===== config.mk =====
export PLATFORM = sky130hd
export DESIGN_NAME = cdb_arbiter
export DESIGN_NICKNAME = d
export VERILOG_FILES = /design/src/rtl/cdb_arbiter.sv
export SDC_FILE = /design/constraint.sdc
export NUM_CORES = 1
export LEC_CHECK = 0
export CAP_MARGIN = 20
export CORE_UTILIZATION = 50
export DETAILED_ROUTE_END_ITERATION = 16
export PLACE_DENSITY = 0.74
export SLEW_MARGIN = 0
export SYNTH_ARGS = -nofsm -noshare
export SYNTH_HDL_FRONTEND = slang
export SYNTH_SLANG_ARGS = --single-unit

===== constraint.sdc =====
create_clock -name clock -period 15 [get_ports clock]
set_input_delay 1.5 -clock clock [delete_from_list [all_inputs] [get_ports clock]]
set_output_delay 1.5 -clock clock [all_outputs]
set_load 0.05 [all_outputs]

===== src/rtl/cdb_arbiter.sv =====
// cdb_arbiter: buffers FU results per FU and broadcasts one per cycle on the CDB, round-robin; optional flush port with CDB_FLUSH_EN
module cdb_arbiter #(
  parameter int NUM_FU      = 5,
  parameter int TAG_W       = 3,
  parameter int DATA_W      = 32,
  parameter int FIFO_DEPTH  = 2,
  parameter int INVALID_TAG = 7
) (
  input  logic                       clock,
  input  logic                       reset,
  input  logic [NUM_FU-1:0]          fu_valid,
  output logic [NUM_FU-1:0]          fu_ready,
  input  logic [NUM_FU*TAG_W-1:0]    fu_tag,
  input  logic [NUM_FU*DATA_W-1:0]   fu_value,
  output logic                       cdb_valid,
  output logic [TAG_W-1:0]           cdb_tag,
  output logic [DATA_W-1:0]          cdb_value,
  output logic [$clog2(NUM_FU)-1:0]  cdb_fu_idx,
  output logic                       pending
`ifdef CDB_FLUSH_EN
  ,
  input  logic                       flush
`endif
);
  localparam int IW = $clog2(NUM_FU);
  localparam int AW = $clog2(FIFO_DEPTH);
  localparam int EW = TAG_W + DATA_W;

`ifndef CDB_FLUSH_EN
  logic flush;
  assign flush = 1'b0;
`endif

  logic [EW-1:0]      mem [NUM_FU][FIFO_DEPTH];
  logic [AW-1:0]      rd_ptr [NUM_FU];
  logic [AW-1:0]      wr_ptr [NUM_FU];
  logic [AW:0]        count [NUM_FU];
  logic [AW:0]        cnt_nxt [NUM_FU];
  logic [NUM_FU-1:0]  nonempty, push, pop, nz_nxt;
  logic [IW-1:0]      ptr, gnt;
  logic [2*NUM_FU-1:0] rot;
  logic [IW:0]        off, sum;
  logic               any;

  // ready depends only on registered occupancy
  always_comb begin
    fu_ready = '0;
    nonempty = '0;
    for (int i = 0; i < NUM_FU; i++) begin
      fu_ready[i] = count[i] < (AW+1)'(FIFO_DEPTH);
      nonempty[i] = count[i] != '0;
    end
  end

  // rotate occupancy so the pointer sits at bit 0, take the lowest set bit, rotate back
  always_comb begin
    rot = {nonempty, nonempty} >> ptr;
    off = '0;
    for (int k = NUM_FU - 1; k >= 0; k--)
      if (rot[k]) off = (IW+1)'(k);
    sum = {1'b0, ptr} + off;
    gnt = sum >= (IW+1)'(NUM_FU) ? IW'(sum - (IW+1)'(NUM_FU)) : IW'(sum);
    any = |nonempty && !flush;
  end

  // per-FU push/pop and next occupancy
  always_comb begin
    push = '0;
    pop = '0;
    nz_nxt = '0;
    for (int i = 0; i < NUM_FU; i++) begin
      push[i] = fu_valid[i] && fu_ready[i] && !flush;
      pop[i] = any && gnt == IW'(i);
      cnt_nxt[i] = count[i] + (AW+1)'(push[i]) - (AW+1)'(pop[i]);
      nz_nxt[i] = cnt_nxt[i] != '0;
    end
  end

  // FIFO payload storage, written on accept
  always_ff @(posedge clock) begin
    for (int i = 0; i < NUM_FU; i++)
      if (push[i]) mem[i][wr_ptr[i]] <= {fu_tag[i*TAG_W +: TAG_W], fu_value[i*DATA_W +: DATA_W]};
  end

  // FIFO pointers and occupancy; flush empties every buffer
  always_ff @(posedge clock) begin
    for (int i = 0; i < NUM_FU; i++) begin
      if (reset || flush) begin
        rd_ptr[i] <= '0;
        wr_ptr[i] <= '0;
        count[i] <= '0;
      end else begin
        if (push[i]) wr_ptr[i] <= wr_ptr[i] + 1'b1;
        if (pop[i]) rd_ptr[i] <= rd_ptr[i] + 1'b1;
        count[i] <= cnt_nxt[i];
      end
    end
  end

  // round-robin pointer, output register and pending flag
  always_ff @(posedge clock) begin
    if (reset) begin
      ptr <= '0;
      cdb_valid <= 1'b0;
      cdb_tag <= TAG_W'(INVALID_TAG);
      cdb_value <= '0;
      cdb_fu_idx <= '0;
      pending <= 1'b0;
    end else begin
      pending <= flush ? 1'b0 : |nz_nxt;
      if (any) begin
        ptr <= gnt == IW'(NUM_FU - 1) ? '0 : gnt + 1'b1;
        cdb_valid <= 1'b1;
        {cdb_tag, cdb_value} <= mem[gnt][rd_ptr[gnt]];
        cdb_fu_idx <= gnt;
      end else begin
        cdb_valid <= 1'b0;
        cdb_tag <= TAG_W'(INVALID_TAG);
        cdb_value <= '0;
      end
    end
  end
endmodule

==> results.sh <==
export IMPL_outcome="finished clean"
export IMPL_dp_cells=1715
export IMPL_slew_headroom_pct=24.5
export IMPL_dieArea_mm2=0.0337
export IMPL_rrSetupSlack_ns=7.68
export IMPL_critPathMaxFanout=51
export IMPL_period_minus_slack_ns=7.32
export IMPL_postSynthCellCount=1100
export IMPL_cts_resized=0
export IMPL_fin_setup_tns_ns=0
export IMPL_drive_gt1_share_pct=9.63
export IMPL_antenna_found_initial=3
export IMPL_grt_max_degree=85
export IMPL_yosys_warnings=0
export IMPL_place_area_mm2=0.0192
export IMPL_async_flop_share_pct=0
export IMPL_cp_arrival_ns=7.73
export IMPL_cts_max_level=2
export IMPL_hpwl_um=27300
export IMPL_seq_area_frac_synth_pct=71.9
export IMPL_area_delta_synth_final_pct=25.1
export IMPL_routedWlPerCell_um=24.7
export IMPL_ys_types=67
export IMPL_synth_area_leaders="edfxtp_1 66%, dfxtp_1 6.4%, mux2i_1 3.2%, a21oi_1 2.8%, a222oi_1 2.7%"
export IMPL_num_vias=10900
export IMPL_critPathLaunchType="flip-flop"
export IMPL_via_per_inst=6.10
export IMPL_first_global_vias=11200
export IMPL_rows=66
export IMPL_startpoint="ptr[0]$_SDFFE_PP0N_"
export IMPL_avgSynthCellArea_um2=15.0
export IMPL_clk_latency_ns=0.54
export IMPL_final_area_mm2=0.0206
export IMPL_max_stage_delay_ns=0.83
export IMPL_holdBufCountCts=0
export IMPL_worst_pin_slew_ns=1.13
export IMPL_coreArea_mm2=0.0325
export IMPL_synth_ff_type="edfxtp_1"
export IMPL_period_share_pct=48.8
export IMPL_dieWidth_um=184
export IMPL_grt_use_total_pct=26.5
export IMPL_synth_seq_cells=413
export IMPL_synth_top_cell_area_share_pct=65.5
export IMPL_synth_edf_count=360
export IMPL_clkTransAtPathRegs_ns=0.07
export IMPL_drv_slew=0
export IMPL_slowest_stage="nor2b_1"
export IMPL_crit_path_cell_trace="nor3_1 -> a21oi_1 -> mux4_2 -> nor2_1 -> o211ai_1 -> o31ai_1 -> ha_2 -> buf_4 -> clkinv_1 -> ha_1 -> buf_4 -> nor2b_1 -> a21o_2 -> buf_4 -> nand2_1 -> nand2_1 -> nand2_1 -> ha_1 -> nor4_1 -> and4b_1 -> a41oi_1"
export IMPL_fin_util_pct=63.4
export IMPL_grt_ovfl_total=0
export IMPL_gp_congestion=0.863
export IMPL_cp_endpoint="pending$_SDFF_PP0_"
export IMPL_grt_pass1_wl_um=66200
export IMPL_rsz0062_at_grt="no"
export IMPL_die_h_um=184
export IMPL_cp_end_kind="flip-flop"
export IMPL_drt_iter0_drc=1380
export IMPL_synth_top_area_cell="edfxtp_1"
export IMPL_synth_fp_nets=1295
export IMPL_instances_no_fill=1795
export IMPL_worstPathRequired_ns=15.41
export IMPL_netlist_area_mm2=0.0165
export IMPL_crit_type="reg2reg"
export IMPL_final_nets=1514
export IMPL_hold_path_class="reg2reg"
export IMPL_dr_pass1_iters=6
export IMPL_fin_skew_ns=0.0155
export IMPL_max_freq_mhz=137
export IMPL_cts_root_buf="clkbuf_16"
export IMPL_start_util_pct=50.7
export IMPL_rr_endpoint="pending$_SDFF_PP0_"
export IMPL_post_cts_buffers=0
export IMPL_wirelength_um=44300
export IMPL_clockBufferDepth=3
export IMPL_portBuffers=226
export IMPL_reg2reg_depth=21
export IMPL_ant_nets=0
export IMPL_setup_viol=0
export IMPL_finalHoldViolCount=0
export IMPL_cts_buffers=41
export IMPL_cts_sinks=413
export IMPL_cts_tree="done"
export IMPL_drc=0
export IMPL_r2r_start="ptr[0]$_SDFFE_PP0N_"
export IMPL_io_pins=227
export IMPL_cap_viol_max_count=0
## cell usage after synthesis, types with 6 or more instances
cell type	count
nand2b_1	7
and3_1	6
nor2b_1	10
nand2_1	63
nor3_1	22
inv_1	16
a221oi_1	16
and2_1	6
buf_2	26
o22ai_1	16
mux2_2	6
nand3_1	30
nor2_1	59
a22o_1	7
or2_2	7
o211a_1	19
mux2i_1	53
edfxtp_1	360
o2bb2ai_1	8
dfxtp_1	53
xnor2_1	10
mux4_2	7
o21ai_0	7
ha_1	12
a21o_1	6
a222oi_1	45
o211ai_1	9
clkbuf_1	39
a21oi_1	92
a32oi_1	9
## placed cells by master (no fill, tap or decap), types with 5 or more instances in the layout
cell and instances:
a21oi_1 92, a221oi_1 16, a222oi_1 45, a22o_1 7
a311o_1 5, a311oi_1 5, a31oi_1 5, a32oi_1 9
and2_2 5, and3_1 6, buf_4 20, clkbuf_1 11
clkbuf_16 42, clkdlybuf4s50_1 226, clkinv_1 5, clkinv_2 5
dfxtp_1 53, edfxtp_1 360, ha_1 11, inv_1 16
mux2_2 6, mux2i_1 52, mux4_2 7, nand2_1 63
nand2b_1 6, nand3_1 30, nor2_1 54, nor2_4 5
nor2b_1 10, nor3_1 22, nor3b_1 5, o211a_1 19
o211ai_1 9, o21ai_0 7, o22ai_1 16, o2bb2ai_1 8
or2_2 7, xnor2_1 10
## worst min-delay path by stage
stage | startpoint | depth (start not counted) | end
6_report | cdb_fu_idx[2]$_SDFFE_PP0N_ | 2 | cdb_fu_idx[2]$_SDFFE_PP0N_
5_1_grt | cdb_fu_idx[2]$_SDFFE_PP0N_ | 2 | cdb_fu_idx[2]$_SDFFE_PP0N_
4_1_cts | cdb_fu_idx[2]$_SDFFE_PP0N_ | 2 | cdb_fu_idx[2]$_SDFFE_PP0N_
3_5_place_dp | cdb_fu_idx[2]$_SDFFE_PP0N_ | 2 | cdb_fu_idx[2]$_SDFFE_PP0N_
3_3_place_gp | cdb_fu_idx[0]$_SDFFE_PP0N_ | 2 | cdb_fu_idx[0]$_SDFFE_PP0N_
2_1_floorplan | mem[4][69]$_DFFE_PP_ | 2 | cdb_tag[2]$_SDFF_PP1_
## kinds of logic (layout without fill, tap and decap cells)
family	count (synthesis)	count (layout)	synth area share (%)
AND/OR/NAND/NOR	227	227	6.54
buffers and inverters	90	340	2.31
multiplexers	67	67	4.72
adder cells (fa/ha/maj)	13	13	1.03
flip-flops	413	413	71.9
other	0	3	0
XOR/XNOR	11	11	0.584
AO/OA/AOI/OAI	279	279	12.9
## sequential cells by signal (all words and copies together) (netlist names)
name        count
count          10
wr_ptr          5
cdb_valid       1
mem           350
cdb_value      32
pending         1
rd_ptr          5
ptr             3
cdb_tag         3
cdb_fu_idx      3
## critical path, delay by kind of cell (launching register included)
family | cells | cell delay (ns)
buf+inv | 4 | 1.94
compound gates | 5 | 1.01
simple gates | 8 | 1.81
mux | 1 | 0.35
fa+ha+maj | 3 | 1.39
flops | 1 | 0.64
## final cells by class
type	count	area, um2
fill	2395	11900
sequential	413	11900
multi-input combinational	597	4320
timing repair buffer	249	2470
clock buffer	55	1120
tap	442	553
clock inverter	19	231
inverter	17	63.8
antenna	3	7.51
## routing by layer
layer | share of wire [%] | GRT usage (%)
met5 | 0 | 0
met4 | 3.7 | 11.1
met3 | 8.9 | 4.68
met2 | 47 | 42.3
met1 | 40 | 36.1
## per-stage QoR
step / hold WS (ns) / worst slack, ns
after global placement: 0.473 / 8.27
after global routing: 0.529 / 7.24
final: 0.502 / 7.68
after CTS: 0.500 / 7.89
after floorplan: 0.501 / 9.60
after detailed placement: 0.492 / 7.96
Power is not shown: default switching activity piles up to over one toggle a cycle in this logic, so the estimate is an artifact.
